File: src/rtl/m_ext_pkg.sv
// Shared types and constants for the M-extension divide issue path.
package m_ext_pkg;

   localparam int          XLEN_DEFAULT = 32;
   localparam logic [31:0] INT_MIN      = 32'h8000_0000;
   localparam logic [31:0] ALL_ONES     = 32'hFFFF_FFFF;

   typedef enum logic [1:0] {
      OP_DIV  = 2'b00,
      OP_DIVU = 2'b01,
      OP_REM  = 2'b10,
      OP_REMU = 2'b11
   } div_op_e;

   typedef enum logic [1:0] {
      S_IDLE  = 2'b00,
      S_START = 2'b01,
      S_WAIT  = 2'b10,
      S_RESP  = 2'b11
   } div_state_e;

   function automatic logic op_is_signed(input div_op_e op);
      return ~op[0];
   endfunction

   function automatic logic op_is_rem(input div_op_e op);
      return op[1];
   endfunction

endpackage

File: src/rtl/div_special_chk.sv
// Resolves divide-by-zero and signed overflow without the serial divider.
module div_special_chk
   import m_ext_pkg::*;
#(
   parameter int XLEN = XLEN_DEFAULT
) (
   input  div_op_e          op,
   input  logic [XLEN-1:0]  rs1,
   input  logic [XLEN-1:0]  rs2,
   output logic             is_special,
   output logic [XLEN-1:0]  special_result
);

   localparam logic [XLEN-1:0] MIN_NEG = {1'b1, {(XLEN-1){1'b0}}};

   logic div_zero;
   logic ovf;

   always_comb begin
      div_zero       = (rs2 == '0);
      ovf            = op_is_signed(op) && (rs1 == MIN_NEG) && (rs2 == '1);
      is_special     = div_zero | ovf;
      special_result = '0;
      // Divide-by-zero takes precedence; overflow needs rs2 = -1 so they never overlap.
      if (div_zero) begin
         special_result = op_is_rem(op) ? rs1 : '1;
      end else if (ovf) begin
         special_result = op_is_rem(op) ? '0 : rs1;
      end
   end

endmodule

File: src/rtl/div_issue_ctrl.sv
// EX-stage requester for serdiv: special-case/reuse bypass, start/flush handshake, one wb beat.
//   state   | meaning
//   S_IDLE  | waiting for a divide in EX
//   S_START | operands latched, issuing start once divider is free
//   S_WAIT  | divider running, waiting for end_valid
//   S_RESP  | one-cycle write-back beat, pipeline released
module div_issue_ctrl
   import m_ext_pkg::*;
#(
   parameter int XLEN = XLEN_DEFAULT
) (
   input  logic             clk,
   input  logic             reset,
   input  logic             i_valid,
   input  logic [1:0]       i_op,
   input  logic [XLEN-1:0]  i_rs1,
   input  logic [XLEN-1:0]  i_rs2,
   input  logic [4:0]       i_rd,
   input  logic             i_flush,
   output logic             o_stall,
   output logic             o_wb_valid,
   output logic [4:0]       o_wb_rd,
   output logic [XLEN-1:0]  o_wb_data,
   output logic             o_div_start,
   output logic             o_div_flush,
   output logic             o_div_signed,
   output logic [XLEN-1:0]  o_div_dividend,
   output logic [XLEN-1:0]  o_div_divisor,
   input  logic             i_div_busy,
   input  logic             i_div_end_valid,
   input  logic [XLEN-1:0]  i_div_quotient,
   input  logic [XLEN-1:0]  i_div_remainder
);

   div_state_e       state_q, state_d;
   div_op_e          op_in;
   div_op_e          op_q, op_d;
   logic [4:0]       rd_q, rd_d;
   logic             wb_valid_q, wb_valid_d;
   logic [4:0]       wb_rd_q, wb_rd_d;
   logic [XLEN-1:0]  wb_data_q, wb_data_d;
   logic             start_q, start_d;
   logic             flush_q, flush_d;
   logic             signed_q, signed_d;
   logic [XLEN-1:0]  dividend_q, dividend_d;
   logic [XLEN-1:0]  divisor_q, divisor_d;

   logic             ru_valid_q, ru_valid_d;
   logic [XLEN-1:0]  ru_rs1_q, ru_rs1_d;
   logic [XLEN-1:0]  ru_rs2_q, ru_rs2_d;
   logic             ru_signed_q, ru_signed_d;
   logic [XLEN-1:0]  ru_quot_q, ru_quot_d;
   logic [XLEN-1:0]  ru_rem_q, ru_rem_d;

   logic             is_special;
   logic [XLEN-1:0]  special_result;
   logic             reuse_hit;
   logic             stall;

   assign op_in = div_op_e'(i_op);

   div_special_chk #(.XLEN(XLEN)) u_special (
      .op             (op_in),
      .rs1            (i_rs1),
      .rs2            (i_rs2),
      .is_special     (is_special),
      .special_result (special_result)
   );

   assign reuse_hit = ru_valid_q && (ru_rs1_q == i_rs1) && (ru_rs2_q == i_rs2)
                      && (ru_signed_q == op_is_signed(op_in));

   always_comb begin
      state_d     = state_q;
      op_d        = op_q;
      rd_d        = rd_q;
      wb_valid_d  = 1'b0;
      wb_rd_d     = wb_rd_q;
      wb_data_d   = wb_data_q;
      start_d     = 1'b0;
      flush_d     = 1'b0;
      signed_d    = signed_q;
      dividend_d  = dividend_q;
      divisor_d   = divisor_q;
      ru_valid_d  = ru_valid_q;
      ru_rs1_d    = ru_rs1_q;
      ru_rs2_d    = ru_rs2_q;
      ru_signed_d = ru_signed_q;
      ru_quot_d   = ru_quot_q;
      ru_rem_d    = ru_rem_q;
      stall       = 1'b0;

      case (state_q)
         S_IDLE: begin
            stall = i_valid & ~i_flush;
            if (i_valid && !i_flush) begin
               if (is_special) begin
                  wb_valid_d = 1'b1;
                  wb_data_d  = special_result;
                  wb_rd_d    = i_rd;
                  state_d    = S_RESP;
               end else if (reuse_hit) begin
                  wb_valid_d = 1'b1;
                  wb_data_d  = op_is_rem(op_in) ? ru_rem_q : ru_quot_q;
                  wb_rd_d    = i_rd;
                  state_d    = S_RESP;
               end else begin
                  dividend_d = i_rs1;
                  divisor_d  = i_rs2;
                  signed_d   = op_is_signed(op_in);
                  op_d       = op_in;
                  rd_d       = i_rd;
                  start_d    = ~i_div_busy;
                  state_d    = S_START;
               end
            end
         end
         S_START: begin
            stall = 1'b1;
            if (i_flush) begin
               flush_d = 1'b1;
               state_d = S_IDLE;
            end else if (start_q) begin
               state_d = S_WAIT;
            end else begin
               // start is registered, so it goes out the cycle after busy is seen low
               start_d = ~i_div_busy;
            end
         end
         S_WAIT: begin
            stall = 1'b1;
            if (i_flush) begin
               flush_d = 1'b1;
               state_d = S_IDLE;
            end else if (i_div_end_valid) begin
               wb_valid_d  = 1'b1;
               wb_data_d   = op_is_rem(op_q) ? i_div_remainder : i_div_quotient;
               wb_rd_d     = rd_q;
               ru_valid_d  = 1'b1;
               ru_rs1_d    = dividend_q;
               ru_rs2_d    = divisor_q;
               ru_signed_d = signed_q;
               ru_quot_d   = i_div_quotient;
               ru_rem_d    = i_div_remainder;
               state_d     = S_RESP;
            end
         end
         S_RESP: begin
            stall   = 1'b0;
            state_d = S_IDLE;
         end
         default: begin
            state_d = S_IDLE;
         end
      endcase
   end

   always_ff @(posedge clk or posedge reset) begin
      if (reset) begin
         state_q     <= S_IDLE;
         op_q        <= OP_DIV;
         rd_q        <= '0;
         wb_valid_q  <= 1'b0;
         wb_rd_q     <= '0;
         wb_data_q   <= '0;
         start_q     <= 1'b0;
         flush_q     <= 1'b0;
         signed_q    <= 1'b0;
         dividend_q  <= '0;
         divisor_q   <= '0;
         ru_valid_q  <= 1'b0;
         ru_rs1_q    <= '0;
         ru_rs2_q    <= '0;
         ru_signed_q <= 1'b0;
         ru_quot_q   <= '0;
         ru_rem_q    <= '0;
      end else begin
         state_q     <= state_d;
         op_q        <= op_d;
         rd_q        <= rd_d;
         wb_valid_q  <= wb_valid_d;
         wb_rd_q     <= wb_rd_d;
         wb_data_q   <= wb_data_d;
         start_q     <= start_d;
         flush_q     <= flush_d;
         signed_q    <= signed_d;
         dividend_q  <= dividend_d;
         divisor_q   <= divisor_d;
         ru_valid_q  <= ru_valid_d;
         ru_rs1_q    <= ru_rs1_d;
         ru_rs2_q    <= ru_rs2_d;
         ru_signed_q <= ru_signed_d;
         ru_quot_q   <= ru_quot_d;
         ru_rem_q    <= ru_rem_d;
      end
   end

   assign o_stall        = stall;
   // wb_valid_q is only ever set while in S_RESP, where a kill must drop the beat
   assign o_wb_valid     = wb_valid_q & ~i_flush;
   assign o_wb_rd        = wb_rd_q;
   assign o_wb_data      = wb_data_q;
   assign o_div_start    = start_q;
   assign o_div_flush    = flush_q;
   assign o_div_signed   = signed_q;
   assign o_div_dividend = dividend_q;
   assign o_div_divisor  = divisor_q;

endmodule

File: config.mk
export PLATFORM = sky130hd
export DESIGN_NAME = div_issue_ctrl
export DESIGN_NICKNAME = d
export VERILOG_FILES = /design/src/rtl/m_ext_pkg.sv /design/src/rtl/div_special_chk.sv /design/src/rtl/div_issue_ctrl.sv
export SDC_FILE = /design/constraint.sdc
export NUM_CORES = 1
export LEC_CHECK = 0
export CAP_MARGIN = 25
export CORE_MARGIN = 2
export CORE_UTILIZATION = 30
export DETAILED_ROUTE_END_ITERATION = 10
export GPL_TIMING_DRIVEN = 0
export PLACE_DENSITY = 0.51
export SLEW_MARGIN = 20
export SYNTH_ARGS = -nofsm -noshare
export SYNTH_HDL_FRONTEND = slang
export SYNTH_SLANG_ARGS = --single-unit
File: constraint.sdc
create_clock -name clk -period 19.13 [get_ports clk]
set_input_delay 3.826 -clock clk [delete_from_list [all_inputs] [get_ports clk]]
set_output_delay 3.826 -clock clk [all_outputs]
set_load 0.005 [all_outputs]
==> PnR_summary.wiki, run 1 <==
{| class="wikitable"
! Metric !! Value
|-
| Run status || finished clean
|-
| Worst setup startpoint || i_flush
|-
| DR vias/cell || 4.96
|-
| Number of library cell types mapped by synthesis || 45
|-
| Synthesis-stage register bit count || 243
|-
| CTS tree || done
|-
| Number of nets in the layout || 1,381
|-
| Number of cells after detailed placement || 1,731
|-
| Ordered cell list for the critical path || clkdlybuf4s50_1, nand2b_1, or2_0, o21ai_0, clkdlybuf4s50_1
|-
| Sum of buffers and inverters on the critical path || 2
|-
| Buffers inserted by post-CTS timing repair || 0
|-
| Number of enable flip-flop cells after synthesis || 0
|-
| Setup slack at placement || 9.63 ns
|-
| Number of hold buffers added after CTS || 0
|-
| Register cell area after layout || 6080 um2
|-
| Slowest cell on the critical path || sky130_fd_sc_hd__clkdlybuf4s50_1
|-
| Worst Hold Slack || 0.504 ns
|-
| Total global routing overflow || 0
|-
| Delay of the slowest critical-path stage || 0.60 ns
|-
| Slew at the pin with the worst max-slew slack || 1.01 ns
|-
| Crit path top cell by count || sky130_fd_sc_hd__clkdlybuf4s50_1
|-
| Kind of end point of the critical path || output port
|-
| Minimum clock period || 9.53 ns
|-
| Worst hold-check path type || reg2reg
|-
| Most frequent cells in the layout || sky130_fd_sc_hd__clkdlybuf4s50_1 (245), sky130_fd_sc_hd__dfrtp_1 (243), sky130_fd_sc_hd__mux2_2 (204)
|-
| Total count of max-transition violations in the final report || 0
|-
| Minimum setup slack in the final design || 9.60 ns
|-
| Global router's overall resource usage || 0.194
|-
| Syn. warnings || 0
|-
| Worst setup SP type || primary input
|-
| Synthesized netlist net count || 1,103
|-
| Data required time at the worst endpoint || 15.30 ns
|-
| Number of antenna violations at the first check in global routing || 1
|-
| Worst max-slew margin expressed relative to the limit || 0.323
|-
| Root Buffer || sky130_fd_sc_hd__clkbuf_16
|-
| Largest delay share family, worst path || buffers and inverters
|-
| Area share of the largest cell type after synthesis || 0.498
|-
| Post-CTS sizing || 0
|-
| Classification of the worst setup path || in2out
|-
| Synth Flop Type || sky130_fd_sc_hd__dfrtp_1
|-
| Wirelength per Cell || 23.1 um
|-
| Num ports || 247
|-
| Final hold violation count || 0
|-
| Initial Util || 0.306
|-
| Num rows || 73
|-
| Power consumption || 2510 uW
|-
| Number of buffers created by CTS || 29
|-
| Count of endpoints failing setup in the final report || 0
|-
| Mean Syn Cell Area || 12.7 um2
|-
| Number of DRC violations after detailed routing || 0
|-
| Die area || 42,300 um2
|-
| Total vias in the final route || 8,832
|-
| Leakage power total || 0.00678 uW
|-
| Placed wire-length estimate || 31,600 um
|-
| Area of the mapped netlist || 12,200 um2
|-
| MaxCap Viol Count || 0
|-
| Critical Path AT || 5.70 ns
|-
| Placeable core area || 39,900 um2
|-
| Number of sinks on the clock net || 243
|-
| Most common cell after layout, fill and taps aside || sky130_fd_sc_hd__clkdlybuf4s50_1
|-
| Synthesis-to-layout area growth || 33.4%
|-
| Unrepaired setup endpoints after global routing || no
|-
| Library cell occupying the most area in the post-synthesis netlist || sky130_fd_sc_hd__dfrtp_1
|-
| First-pass GRT wire length || 60,500 um
|-
| Layout cells sized above 1 || 0.266
|-
| Highest Clock Rate || 0.105 GHz
|-
| Largest fanout on the critical path || 7
|-
| Routability cong. || 0.873
|-
| Drt initial violations || 467
|-
| Footprint of the multi-input gates || 5840 um2
|-
| Pin count of the biggest net entering global routing || 97
|-
| Worst Skew || 0.0154 ns
|-
| Synth top area cells || sky130_fd_sc_hd__dfrtp_1 (50%), sky130_fd_sc_hd__mux2_2 (19%), sky130_fd_sc_hd__mux2_4 (8.5%)
|-
| Clock-pin slew on the worst setup and hold paths || 0.06 ns
|-
| Detailed Routing Iterations Pass 1 || 4
|-
| Post-DRT Antenna Nets || 0
|-
| Diodes inserted || 0
|-
| Source-to-sink clock delay at the later pin of the worst-skew pair || 0.56 ns
|-
| Total detailed-routing wirelength || 41,200 um
|-
| # H-tree levels || 1
|-
| Via count of the first global-routing pass || 9,105
|-
| Fraction of registers with async set or reset after synthesis || 1.00
|-
| Buffer levels on the longest clock path || 3
|-
| Total of buffers placed on input and output ports || 245
|-
| Final instance count without filler cells || 1,782
|-
| Chip Height || 206 um
|-
| FF-to-FF Start || ru_rs1_q[10]
|-
| Fraction of the cycle the final worst path needs || 0.498
|-
| Post-synthesis sequential area ratio || 0.498
|-
| X dimension of the die || 206 um
|-
| Launch point of the worst hold path || ru_quot_q[13]
|-
| IR Drop Worst-Case VDD || 0.0694 mV
|-
| Fillers || 3,864
|-
| Cells after Synth || 959
|-
| Total negative setup slack || 0 ns
|-
| Power density normalized to cell area || 154 nW/um2
|-
| Setup slack of the worst register-to-register path || 15.62 ns
|}
==> through the flow <==
stage / instance area (um2) / util
after floorplan: 12200 / -
after global placement: 15300 / 0.384
after detailed placement: 15400 / 0.385
after CTS: 16300 / 0.408
after global routing: 16300 / 0.408
final: 16300 / 0.408
==> worst paths after layout <==
| check | cells past startpoint | endpoint |
|---|---|---|
| worst max-delay path | 5 | o_stall |
| worst min-delay path | 1 | ru_quot_q[13] |
| worst max register to register | 8 | o_wb_data[4] |
| worst min register to register | 1 | ru_quot_q[13] |
| max in group asynchronous | 3 | o_wb_data[24] |
| min in group asynchronous | 2 | ru_rem_q[2] |
==> cell type report <==
class,instances,share of cell area
repair buffers,247,0.154
flip-flops and latches,243,0.373
clock buffers,46,0.0540
inverters,12,0.00323
multi-input cells,655,0.359
clock inverters,5,0.00169
plain buffers,49,0.0148
well taps,525,0.0403
==> worst reg2reg max path: cells and delay by family, from the launching register on <==
kind / cells / cell delay, ns
buffers and inverters: 1 / 0.43
DFF: 1 / 0.42
muxes: 1 / 0.38
and+or+nand+nor: 6 / 2.16
==> synth_stat cells, types with 2 or more instances <==
master and instances:
sky130_fd_sc_hd__dfrtp_1 243, sky130_fd_sc_hd__mux2_2 204, sky130_fd_sc_hd__nor2_1 75, sky130_fd_sc_hd__mux2_4 69, sky130_fd_sc_hd__o21ai_0 35, sky130_fd_sc_hd__clkbuf_1 34
sky130_fd_sc_hd__a22oi_1 32, sky130_fd_sc_hd__mux2i_1 32, sky130_fd_sc_hd__xor2_1 26, sky130_fd_sc_hd__nand4_1 25, sky130_fd_sc_hd__nand2b_1 23, sky130_fd_sc_hd__xnor2_1 23
sky130_fd_sc_hd__nor4_1 22, sky130_fd_sc_hd__nor2b_1 19, sky130_fd_sc_hd__or4_1 13, sky130_fd_sc_hd__inv_1 12, sky130_fd_sc_hd__nor3_1 9, sky130_fd_sc_hd__buf_6 7
sky130_fd_sc_hd__nand2_1 6, sky130_fd_sc_hd__buf_1 5, sky130_fd_sc_hd__nand3_1 4, sky130_fd_sc_hd__o2111ai_1 4, sky130_fd_sc_hd__a21oi_1 3, sky130_fd_sc_hd__buf_2 3
sky130_fd_sc_hd__ha_1 3, sky130_fd_sc_hd__nand4b_1 3, sky130_fd_sc_hd__or2_2 3, sky130_fd_sc_hd__a2111oi_0 2, sky130_fd_sc_hd__nor3b_1 2, sky130_fd_sc_hd__o31ai_1 2
sky130_fd_sc_hd__or4b_1 2
==> power by group <==
group | internal (uW) | switching [uW] | leakage [uW] | total, uW
sequential | 769 | 176 | 0.00295 | 945
combinational | 626 | 410 | 0.00339 | 1040
clock | 311 | 218 | 0.000447 | 529
==> logic make-up (layout without fill, tap and decap cells) <==
| kind of cell | after synthesis | count (layout) | share of synthesized area |
|---|---|---|---|
| muxes | 305 | 305 | 0.299 |
| xor gates and xnor gates | 49 | 49 | 0.0352 |
| AOI/OAI and AO/OA | 85 | 85 | 0.0458 |
| buffers and inverters | 61 | 359 | 0.0234 |
| DFF | 243 | 243 | 0.498 |
| and+or+nand+nor | 213 | 213 | 0.0949 |
| adders and majority gates | 3 | 3 | 0.00308 |
==> state kept, by name, summed over array words and instances (netlist names), 5 cells and up <==
register and count:
o_div_dividend 32, o_div_divisor 32, o_wb_data 32, ru_quot_q 32, ru_rem_q 32, ru_rs1_q 32, ru_rs2_q 32, o_wb_rd 5
rd_q 5
==> metal layers <==
| layer | up-vias | wire, um | track usage |
|---|---|---|---|
| met3 | 51 | 2630 | 0.0390 |
| met1 | 4490 | 18800 | 0.270 |
| met2 | 237 | 19000 | 0.311 |
| met5 | - | 12 | 0 |
| met4 | 2 | 817 | 0.0424 |
| li1 | 4052 | - | - |
Power figures use the tool's default switching activity.
==> run 2: changes to the inputs <==
- clock period: 19.13 -> 9.25 ns (I/O delays scaled with it)
==> results of run 2 <==
The final DEF is identical to that of run 1. Status: finished clean.
Main changes from that run: setup slack after placement 9.63 ns -> 3.54 ns; setup slack after layout 9.60 ns -> 3.67 ns; register-to-register setup slack 15.62 ns -> 5.74 ns; total power 2510 uW -> 5190 uW; worst IR drop on VDD 0.0694 mV -> 0.143 mV
==> run 3: changes to the inputs <==
- clock period: 9.25 -> 5.55 ns (I/O delays scaled with it)
==> PnR_summary.wiki, run 3 (same netlist as run 1, synthesis figures left out) <==
{| class="wikitable"
! Metric !! Value
|-
| Via count of the first global-routing pass || 9,423 (+3.5%)
|-
| Root Buffer || sky130_fd_sc_hd__clkbuf_16
|-
| Sum of buffers and inverters on the critical path || 2 (unchanged)
|-
| Total global routing overflow || 0 (unchanged)
|-
| Footprint of the multi-input gates || 5840 um2 (unchanged)
|-
| Final hold violation count || 0 (unchanged)
|-
| Worst Skew || 0.0146 ns (-0.000794 ns)
|-
| Leakage power total || 0.00687 uW (+1.4%)
|-
| Area of all placed cells without fillers || 16,500 um2 (+1.3%)
|-
| Most common cell after layout, fill and taps aside || sky130_fd_sc_hd__clkdlybuf4s50_1
|-
| Wirelength per Cell || 23.4 um (+1.3%)
|-
| Minimum clock period || 4.40 ns
|-
| Slowest cell on the critical path || sky130_fd_sc_hd__or4b_1
|-
| Highest Clock Rate || 0.227 GHz
|-
| Chip Height || 206 um (unchanged)
|-
| Number of sinks on the clock net || 243 (unchanged)
|-
| Detailed Routing Iterations Pass 1 || 4 (unchanged)
|-
| Highest routed layer || met5
|-
| Final instance count without filler cells || 1,792 (+0.56%)
|-
| DP Area || 15,500 um2 (+0.71%)
|-
| First-pass GRT wire length || 61,100 um (+1.0%)
|-
| Fraction of power spent switching nets || 0.319
|-
| Worst setup SP type || primary input
|-
| Power consumption || 8860 uW
|-
| Drt initial violations || 427 (-8.6%)
|-
| Worst hold-check path type || reg2reg
|-
| Worst Hold Slack || 0.504 ns (+0.000764 ns)
|-
| Number of antenna violations at the first check in global routing || 1 (unchanged)
|-
| Number of buffers created by CTS || 30 (+3.4%)
|-
| Total vias in the final route || 8,943 (+1.3%)
|-
| Total count of max-transition violations in the final report || 0 (unchanged)
|-
| Slew at the pin with the worst max-slew slack || 0.979 ns (-0.0273 ns)
|-
| Buffer levels on the longest clock path || 3 (unchanged)
|-
| Unrepaired setup endpoints after global routing || no
|-
| Diodes inserted || 0 (unchanged)
|-
| Num rows || 73 (unchanged)
|-
| Worst max-slew margin expressed relative to the limit || 0.348 (+0.0244)
|-
| IR Drop Worst-Case VDD || 0.250 mV
|-
| Number of DRC violations after detailed routing || 0 (unchanged)
|-
| Power density normalized to cell area || 537 nW/um2
|-
| Setup slack of the worst register-to-register path || 2.05 ns
|-
| Register cell area after layout || 6080 um2 (unchanged)
|-
| Total detailed-routing wirelength || 42,000 um (+1.9%)
|-
| Comb pwr share || 0.405 (-0.008)
|-
| Routability cong. || 0.878 (+0.66%)
|-
| Total of buffers placed on input and output ports || 245 (unchanged)
|-
| Synthesis-to-layout area growth || 35.2%
|-
| Source-to-sink clock delay at the later pin of the worst-skew pair || 0.57 ns (about the same)
|-
| Clk pwr share || 0.226 (+0.015)
|-
| Post-DRT Antenna Nets || 0 (unchanged)
|-
| Detailed route wirelength on metal3 || 2740 um (+4.3%)
|-
| Internal power || 6030 uW
|-
| Placed wire-length estimate || 32,100 um (+1.6%)
|-
| Global router's overall resource usage || 0.197 (+0.00330)
|-
| Met1 wire length || 18,700 um (-0.43%)
|-
| Number of hold buffers added after CTS || 0 (unchanged)
|-
| Total negative setup slack || 0 ns (unchanged)
|-
| Placeable core area || 39,900 um2 (unchanged)
|-
| Initial Util || 0.306 (unchanged)
|-
| Ordered cell list for the critical path || clkdlybuf4s50_1, or4b_1, nor4_1, nand4_1, o31ai_1, a32oi_1, nand2_1, buf_2, mux2_2
|-
| Buffers inserted by post-CTS timing repair || 0 (unchanged)
|-
| Classification of the worst setup path || in2reg
|-
| Most frequent cells in the layout || sky130_fd_sc_hd__clkdlybuf4s50_1 (245), sky130_fd_sc_hd__dfrtp_1 (243), sky130_fd_sc_hd__mux2_2 (204)
|-
| Die area || 42,300 um2 (unchanged)
|-
| DR vias/cell || 4.99 (+0.69%)
|-
| Number of cells after detailed placement || 1,737 (+0.35%)
|-
| Post-CTS sizing || 0 (unchanged)
|-
| Total net switching power || 2820 uW
|-
| Pin count of the biggest net entering global routing || 33 (-66%)
|-
| Data required time at the worst endpoint || 6.00 ns
|-
| Fraction of the cycle the final worst path needs || 0.793
|-
| Count of endpoints failing setup in the final report || 0 (unchanged)
|-
| Number of nets in the layout || 1,388 (+0.51%)
|-
| Run status || finished clean
|-
| Num ports || 247 (unchanged)
|-
| CTS tree || done
|-
| Largest delay share family, worst path || simple AND/OR/NAND/NOR gates
|-
| X dimension of the die || 206 um (unchanged)
|-
| # H-tree levels || 1 (unchanged)
|-
| Fillers || 3,831 (-0.85%)
|-
| Delay of the slowest critical-path stage || 0.66 ns (+0.06 ns)
|-
| Largest fanout on the critical path || 10 (+3)
|-
| Critical Path AT || 4.86 ns
|-
| Length of routed met2 wiring || 19,300 um (+1.9%)
|-
| Seq pwr share || 0.369 (-0.007)
|-
| Layout cells sized above 1 || 0.272 (+0.00580)
|-
| MaxCap Viol Count || 0 (unchanged)
|-
| Kind of end point of the critical path || flop
|-
| Clock-pin slew on the worst setup and hold paths || 0.06 ns (about the same)
|}
run 3: through the flow:
step	setup slack, ns	util
2_1_floorplan	1.25	-
3_3_place_gp	-0.961	0.384
3_5_place_dp	0.520	0.388
4_1_cts	1.12	0.413
5_1_grt	0.998	0.413
6_report	1.15	0.413
run 3: final cells by class:
class	instances	share of cell area
well taps	525	0.0398
clock buffers	47	0.0555
multi-input cells	655	0.354
repair buffers	253	0.159
clock inverters	8	0.00576
inverters	12	0.00296
plain buffers	49	0.0146
flip-flops and latches	243	0.369
run 3: path summary, 6_finish.rpt:
kind                               from           end  cells after the start
min in group asynchronous         reset  ru_quot_q[4]                      2
min reg2reg                ru_quot_q[1]  ru_quot_q[1]                      1
max reg2reg                ru_rs1_q[10]  o_wb_data[3]                      8
max in group asynchronous         reset    o_wb_rd[1]                      5
min                        ru_quot_q[1]  ru_quot_q[1]                      1
max                           i_rs1[25]  o_wb_data[3]                      9
run 3: worst register-to-register path, stage by stage (launching register included):
cell and delay (ns):
sky130_fd_sc_hd__dfrtp_1 0.42, sky130_fd_sc_hd__nor2b_1 0.17, sky130_fd_sc_hd__or4b_1 0.50, sky130_fd_sc_hd__or4_1 0.50
sky130_fd_sc_hd__nor4_1 0.33, sky130_fd_sc_hd__nand4_1 0.16, sky130_fd_sc_hd__nand2_1 0.49, sky130_fd_sc_hd__buf_2 0.43
sky130_fd_sc_hd__mux2_2 0.39
run 3: power groups by stage:
stage | Combinational, uW | Clock, uW | Sequential, uW
global route | 3880 | 2130 | 3380
floorplan | 2070 | 0 | 3140
CTS | 3630 | 2050 | 3270
global placement | 3560 | 0 | 3270
detailed placement | 3610 | 0 | 3290
finish | 3590 | 2000 | 3270
run 3: per-layer routing:
layer,vias to the layer above,global-route usage
met3,63,0.0462
li1,4061,-
met1,4560,0.269
met2,257,0.312
met5,-,0
met4,2,0.0560
